--- src/rtl/pixel_stream_sched.sv ---
// pixel_stream_sched: read-side scheduler for the camera pixel FIFO (HDMI clock domain).
// Primes the FIFO before each frame, paces reads with the display data-enable,
// flushes and resynchronises on underflow or frame misalignment, and expands
// RGB565 to RGB888 for the HDMI encoder.
// Optional build macro: PIXEL_STREAM_SCHED_STATS_EN enables the saturating
// underflow/misalignment counters; without it both counter outputs read 0.
module pixel_stream_sched #(
  parameter int FRAME_PIXELS = 921600,
  parameter int PIX_CNT_W    = 20,
  parameter int PRIME_LEVEL  = 8
) (
  input  logic        i_hdmi_clk,
  input  logic        i_rst_n,
  input  logic        i_init_done,
  input  logic        i_frame_start,
  input  logic        i_de,
  input  logic        i_fifo_empty,
  input  logic [4:0]  i_fifo_rd_count,
  input  logic [15:0] i_fifo_dout,
  output logic        o_fifo_rden,
  output logic [23:0] o_rgb8,
  output logic        o_rgb8_valid,
  output logic [2:0]  o_state,
  output logic [7:0]  o_underflow_cnt,
  output logic [7:0]  o_misalign_cnt
);

  typedef enum logic [2:0] {
    ST_IDLE   = 3'd0,
    ST_SYNC   = 3'd1,
    ST_PRIME  = 3'd2,
    ST_STREAM = 3'd3,
    ST_FLUSH  = 3'd4
  } state_t;

  localparam logic [PIX_CNT_W-1:0] FRAME_CNT = PIX_CNT_W'(FRAME_PIXELS);
  localparam logic [4:0]           PRIME_THR = 5'(PRIME_LEVEL);

  state_t               state_q, state_d;
  logic [PIX_CNT_W-1:0] pix_cnt_q, pix_cnt_d;
  // Stage 1 of the delay line: data-enable and "a presentable read was issued".
  logic                 tag_valid_q, tag_valid_d;
  logic                 tag_read_q, tag_read_d;
  // Stage 2: registered expanded pixel and its qualifier.
  logic [23:0]          rgb_q, rgb_d;
  logic                 rgb_valid_q, rgb_valid_d;

  logic rden;
  logic underflow_evt;
  logic misalign_evt;

  // FIFO read enable: paced by DE while streaming, free-running while flushing.
  always_comb begin
    rden = 1'b0;
    case (state_q)
      ST_STREAM: rden = i_de & ~i_fifo_empty;
      ST_FLUSH:  rden = ~i_fifo_empty;
      default:   rden = 1'b0;
    endcase
    if (!i_rst_n) rden = 1'b0;
  end

  // Next-state, pixel counter and error events.
  always_comb begin
    underflow_evt = (state_q == ST_STREAM) & i_de & i_fifo_empty;
    misalign_evt  = (state_q == ST_STREAM) & i_frame_start & (pix_cnt_q != FRAME_CNT);
    state_d       = state_q;
    pix_cnt_d     = '0;
    case (state_q)
      ST_IDLE:  if (i_init_done) state_d = ST_SYNC;
      ST_SYNC:  if (i_frame_start) state_d = ST_PRIME;
      // A frame start while priming simply keeps us priming for the new frame.
      ST_PRIME: if (!i_frame_start && (i_fifo_rd_count >= PRIME_THR) && !i_de)
                  state_d = ST_STREAM;
      ST_STREAM: begin
        pix_cnt_d = i_frame_start ? '0 : pix_cnt_q + PIX_CNT_W'(i_de);
        if (underflow_evt || misalign_evt) state_d = ST_FLUSH;
      end
      ST_FLUSH: if (i_fifo_empty) state_d = ST_SYNC;
      default:  state_d = ST_IDLE;
    endcase
    if (!i_init_done) state_d = ST_IDLE;
  end

  // Delay-line inputs and RGB565 -> RGB888 expansion by bit replication.
  always_comb begin
    tag_valid_d = i_de & (state_q != ST_IDLE);
    tag_read_d  = rden & (state_q == ST_STREAM);
    rgb_valid_d = tag_valid_q;
    rgb_d       = '0;
    if (tag_read_q)
      rgb_d = {i_fifo_dout[15:11], i_fifo_dout[15:13],
               i_fifo_dout[10:5],  i_fifo_dout[10:9],
               i_fifo_dout[4:0],   i_fifo_dout[4:2]};
  end

  // State, counter and delay-line registers; reset clears the pipeline too.
  always_ff @(posedge i_hdmi_clk) begin
    if (!i_rst_n) begin
      state_q     <= ST_IDLE;
      pix_cnt_q   <= '0;
      tag_valid_q <= 1'b0;
      tag_read_q  <= 1'b0;
      rgb_q       <= '0;
      rgb_valid_q <= 1'b0;
    end else begin
      state_q     <= state_d;
      pix_cnt_q   <= pix_cnt_d;
      tag_valid_q <= tag_valid_d;
      tag_read_q  <= tag_read_d;
      rgb_q       <= rgb_d;
      rgb_valid_q <= rgb_valid_d;
    end
  end

`ifdef PIXEL_STREAM_SCHED_STATS_EN
  logic [7:0] uf_cnt_q, uf_cnt_d;
  logic [7:0] mis_cnt_q, mis_cnt_d;

  // Saturating error counters: an event at 255 leaves the count unchanged.
  always_comb begin
    uf_cnt_d  = uf_cnt_q;
    mis_cnt_d = mis_cnt_q;
    if (underflow_evt && (uf_cnt_q != 8'hFF))  uf_cnt_d  = uf_cnt_q + 8'd1;
    if (misalign_evt  && (mis_cnt_q != 8'hFF)) mis_cnt_d = mis_cnt_q + 8'd1;
  end

  // Error counter registers.
  always_ff @(posedge i_hdmi_clk) begin
    if (!i_rst_n) begin
      uf_cnt_q  <= '0;
      mis_cnt_q <= '0;
    end else begin
      uf_cnt_q  <= uf_cnt_d;
      mis_cnt_q <= mis_cnt_d;
    end
  end

  assign o_underflow_cnt = uf_cnt_q;
  assign o_misalign_cnt  = mis_cnt_q;
`else
  assign o_underflow_cnt = '0;
  assign o_misalign_cnt  = '0;
`endif

  assign o_fifo_rden  = rden;
  assign o_rgb8       = rgb_q;
  assign o_rgb8_valid = rgb_valid_q;
  assign o_state      = state_q;

endmodule

--- config.mk ---
export PLATFORM = sky130hd
export DESIGN_NAME = pixel_stream_sched
export DESIGN_NICKNAME = d
export VERILOG_FILES = /design/src/rtl/pixel_stream_sched.sv
export SDC_FILE = /design/constraint.sdc
export NUM_CORES = 1
export LEC_CHECK = 0
export BUFFER_PORTS_ARGS = -buffer_cell sky130_fd_sc_hd__buf_2
export CAP_MARGIN = 20
export CORE_UTILIZATION = 48
export CTS_CLUSTER_SIZE = 14
export DETAILED_ROUTE_END_ITERATION = 6
export PLACE_DENSITY_LB_ADDON = 0.2
export SETUP_SLACK_MARGIN = 0.5
export SLEW_MARGIN = 10
export SYNTH_ARGS = -nofsm -noshare
export SYNTH_HDL_FRONTEND = slang
export SYNTH_SLANG_ARGS = --single-unit
--- constraint.sdc ---
create_clock -name i_hdmi_clk -period 2.5 [get_ports i_hdmi_clk]
set_clock_uncertainty 0.15 [all_clocks]
set_input_delay 0.25 -clock i_hdmi_clk [delete_from_list [all_inputs] [get_ports i_hdmi_clk]]
set_output_delay 0.25 -clock i_hdmi_clk [all_outputs]
set_load 0.1 [all_outputs]
### Word level (Yosys, flattened, before mapping)

Index checks and enable logic that the tools add are counted.

* register bits after elaboration: 50
* input port bits: 27
* output and inout bits: 45

* add/sub/neg operators: 1
* order comparisons: 1
* equal/unequal tests: 9
* muxes and demuxes: 7
* bitwise operators: 10
* reduce and logical (&&, ||, !) cells: 11

Operators with widths (count)
* adder 20 x 1 -> 20 bit: 1
* inequality test 20 bit, second input constant: 1
* case mux 3 bit (5 select lines): 1
* 2-to-1 mux 3 bit: 4
* bitwise AND 1 bit: 7
* == test 3 x 2 -> 1 bit, second input constant: 2
* inequality test 2 bit, second input constant: 3
* >= comparator 5 x 4 -> 1 bit, second input constant: 1
* AND reduction 2 bit: 2
* AND reduction 4 bit: 1
* == test 3 x 1 -> 1 bit, second input constant: 1
* == test 3 bit, second input constant: 1
* logical NOT 3 bit: 1
* NOT 1 bit: 3
* nonzero test 3 bit: 1
* OR reduction 3 bit: 1
* logical AND 1 bit: 2
* logical NOT 1 bit: 2
* inequality test 2 x 1 -> 1 bit, second input constant: 1
* case mux 1 bit (2 select lines): 1
* logical OR 1 bit: 1
* 2-to-1 mux 1 bit: 1

### Longest topological paths before layout

* word-level depth: 6
* gate-level depth with buffers: 7
* gate-level depth less buffers: 7

### Worst setup path before layout

Ideal clock, no wire load.

* path kind: reg-to-reg
* start: reg state_q[0] (netlist: o_state[0])
* end: reg tag_read_q
* arrival time: 2.584 ns
* required time: 2.283 ns
* path slack: -0.301 ns
* stages on the path, launching flop included: 6
* path buffers: 1
* period minus slack after synthesis: 2.801 ns
* cells stage by stage: dfxtp_1 > buf_2 > nand3b_1 > nor3b_1 > o21a_1 > nor2b_1

* cells in the longest elaborated chain, start to end: 4
* elaborated cells on any way between the ends: 5
* those cells by class: eq/ne (2); mux (2); bitwise (1)

RTL lines
* start, declared: RTL line 39 `state_t state_q, state_d;`
* start signal, assigned: RTL line 107 `state_q <= state_d;`
* == test 3 bit or == test 3 x 2 -> 1 bit (tied branches): RTL line 55 `case (state_q)`
* case mux 1 bit (2 select lines) (*): RTL line 55
* 2-to-1 mux 1 bit (*): RTL line 60 `if (!i_rst_n) rden = 1'b0;`
* named net o_fifo_rden: RTL line 20 `output logic o_fifo_rden,`
* bitwise AND 1 bit (*): RTL line 88 `tag_read_d = rden & (state_q == ST_STREAM);`
* end signal, assigned: RTL line 110 `tag_read_q <= tag_read_d;`
* end, declared: RTL line 43 `logic tag_read_q, tag_read_d;`

The timed path passes the listed nets; every way through them passes the cells marked *.
A chain may end at the register's enable or synchronous reset.

### Worst setup path in the final report

* start: reg state_q[2] (netlist: o_state[2])
* end: out o_fifo_rden

* cells in the longest elaborated chain, start to end: 3
* elaborated cells on any way between the ends: 4
* those cells by class: eq/ne (2); mux (2)

RTL lines (RTL line)
* == test 3 bit or == test 3 x 2 -> 1 bit (tied branches): 55
* case mux 1 bit (2 select lines) (*): 55
* 2-to-1 mux 1 bit (*): 60
* end, declared: 20

Mark *: on every way between the ends. The rest lies on a longest branch, timed or not.

==> run metrics <==
Worst-path clk slew=0.08 ns; status=finished, final reports clean; largest net degree at the start of global routing=27; synth unique cells=36; max-slew violation count=0; Critical Path Sink=o_fifo_rden; drt pass-1 iters=4; Detailed Place HPWL=2.29 mm; Antenna Nets Post-Route=0; Port Buf Inserts=52; top cells by area, synth=dfxtp_1 (46%), buf_4 (9.8%), and3_1 (7.2%); CP top delay family=simple AND/OR/NAND/NOR gates; area of the multi-input gates=876 sq um; Final Util=0.596; RePlAce Congestion=0.769; Area Growth Syn to Fin=19.1%; overflow left after global routing=0; die width=63.8 um; CTS tree=built; CP Cell Sequence=nand3b_1, nor3b_2, o21a_4, buf_12; Final Hold Fails=0; Remaining DRCs=0; YS warnings=0; nets=271; EDFF count, synth=0; reg-to-reg endpoint=pix_cnt_q[12]; Main synth FF type=dfxtp_1; Setup crit end kind=primary output; Synth area leader=dfxtp_1; vias per inst=4.84; # IOs=72; starting density of the core=0.500; Largest stage delay, worst path=0.36 ns; Post-Synthesis Cells=196; CP max FO=8; CP startpoint=o_state[2]; wirelength, routed=3.26 mm; first-pass GRT wire length=5.32 mm; Design Area, Final=2180 sq um; f_max=518 MHz; most frequent cells after synthesis=dfxtp_1 (42), buf_4 (24), nor2_1 (24); top-count cell post-synth=dfxtp_1; FF+latch area=851 sq um; proportion of layout cells with a drive suffix above 1=0.321; Total GRT Usage=0.170; number of synthesized register bits=42; PwrDens=588 nW/um^2; worst setup margin=0.571 ns; worst-skew pair later-pin latency=0.30 ns; num rows=22; WP depth=4; Post-synth ARST share=0; IR drop worst, VDD=0.000385 V; ant diodes=0; top cell type's share of synthesized area=0.459; Hold Path Class=input port to register; worst r2r path cells=6; Post-CTS Hold Buffers=0; Die Y=63.8 um; wire length per cell=11.2 um; data required time at the worst endpoint=2.10 ns; Placed Area=2020 sq um; number of global-route vias before repair=1,190; Startpoint Class=register; synthesized cell area=1830 sq um; CP Data Arrival Time=1.53 ns; Place WS=0.414 ns; DR iter-0 viols=64; clock sink count=42; initial antenna violation count=0; sequential share of the synthesized area=0.459; CTS buffer count=5; Layout fillers=319; Setup-failing EPs final=0; reg2reg start=pix_cnt_q[0]; leakage=0.963 nW; critical path type=register to primary output; routed via count=1,407; CP Buf/Inv Count=1; Core Box Area=3660 sq um; Root Buffer=clkbuf_8; final clock period utilization by the worst path=0.772; CTS Buffer Depth=2; die area=4070 sq um; setup TNS=0 ns; Worst-Margin Slew=0.592 ns; worst reg2reg setup slack=0.61 ns; Crit-path slowest cell=dfxtp_2; syn avg cell area=9.35 sq um; Max-Cap Viols=0; unrepaired setup endpoints after global routing=true; H-tree Lvls=2; minimum clock period=1.93 ns; Hold WS=0.0356 ns; worst rel slew slack=0.603
how the worst min path moves through the flow:
stage / start / to / slack (ns) / cells past startpoint
2_1_floorplan: i_init_done / o_state[2] / 0.24 / 2
3_3_place_gp: rgb_valid_d / o_rgb8_valid / 0.26 / 1
3_5_place_dp: rgb_valid_d / o_rgb8_valid / 0.27 / 1
4_1_cts: i_fifo_dout[12] / o_rgb8[20] / 0.02 / 2
5_1_grt: i_fifo_dout[10] / o_rgb8[15] / 0.02 / 2
6_report: i_fifo_dout[12] / o_rgb8[20] / 0.04 / 2
cell type report:
cell class,instances,area share
tap,48,0.0275
clock buffer,5,0.0315
clock inverter,3,0.00975
sequential,42,0.390
timing repair buffer,55,0.136
multi-input combinational,136,0.401
inverter,2,0.00344
what timing repair did:
| action | 4_1_cts | 5_1_grt |
|---|---|---|
| gates resized for setup | 7 | 5 |
| pin swaps | 0 | 1 |
| setup buffers | 0 | 3 |
| endpoints found under the setup margin | 3 | 9 |
power breakdown:
part	switching (W)	internal (W)	total, W
logic	0.000150	0.0000269	0.000177
clock network	0.000232	0.000196	0.000428
registers	0.00000626	0.000672	0.000678
sequential cells by signal (all words and copies together) (netlist names):
| name | count |
|---|---|
| pix_cnt_q | 20 |
| o_state | 3 |
| o_rgb8 | 16 |
| o_rgb8_valid | 1 |
| rgb_valid_d | 1 |
| tag_read_q | 1 |
stage by stage:
stage | power, W | instances
after CTS | 0.00130 | 288
after floorplan | 0.000862 | 211
after detailed placement | 0.000867 | 280
after global routing | 0.00134 | 291
after global placement | 0.000867 | 280
final | 0.00128 | 291
routing by layer:
metal | vias up | track usage | part of all wire
li1 | 722 | - | -
met5 | - | 0 | 0
met2 | 44 | 0.267 | 0.46
met3 | 7 | 0.0696 | 0.063
met1 | 634 | 0.209 | 0.46
met4 | 0 | 0.0597 | 0.012
cell usage in the layout, fill, tap and decap left out, types with 3 or more instances in the layout:
master,n
buf_2,51
xnor2_1,9
and3_1,21
xor2_1,9
clkbuf_8,5
nor2_1,24
nand4_1,4
dfxtp_1,38
buf_4,3
nand2_1,10
nand3_1,10
nor4b_1,3
nor4_1,3
conb_1,16
logic make-up (layout without fill, tap and decap cells):
family          count (synthesis)  after routing  synth area share
compound gates                 11             11            0.0505
other cells                     1             16           0.00205
flops                          42             42             0.459
buf+inv                        33             65             0.118
mux                             1              1           0.00546
fa+ha+maj                       2              2            0.0137
simple gates                   88             88             0.265
xor+xnor                       18             18            0.0861
(Power assumes the default switching activity.)
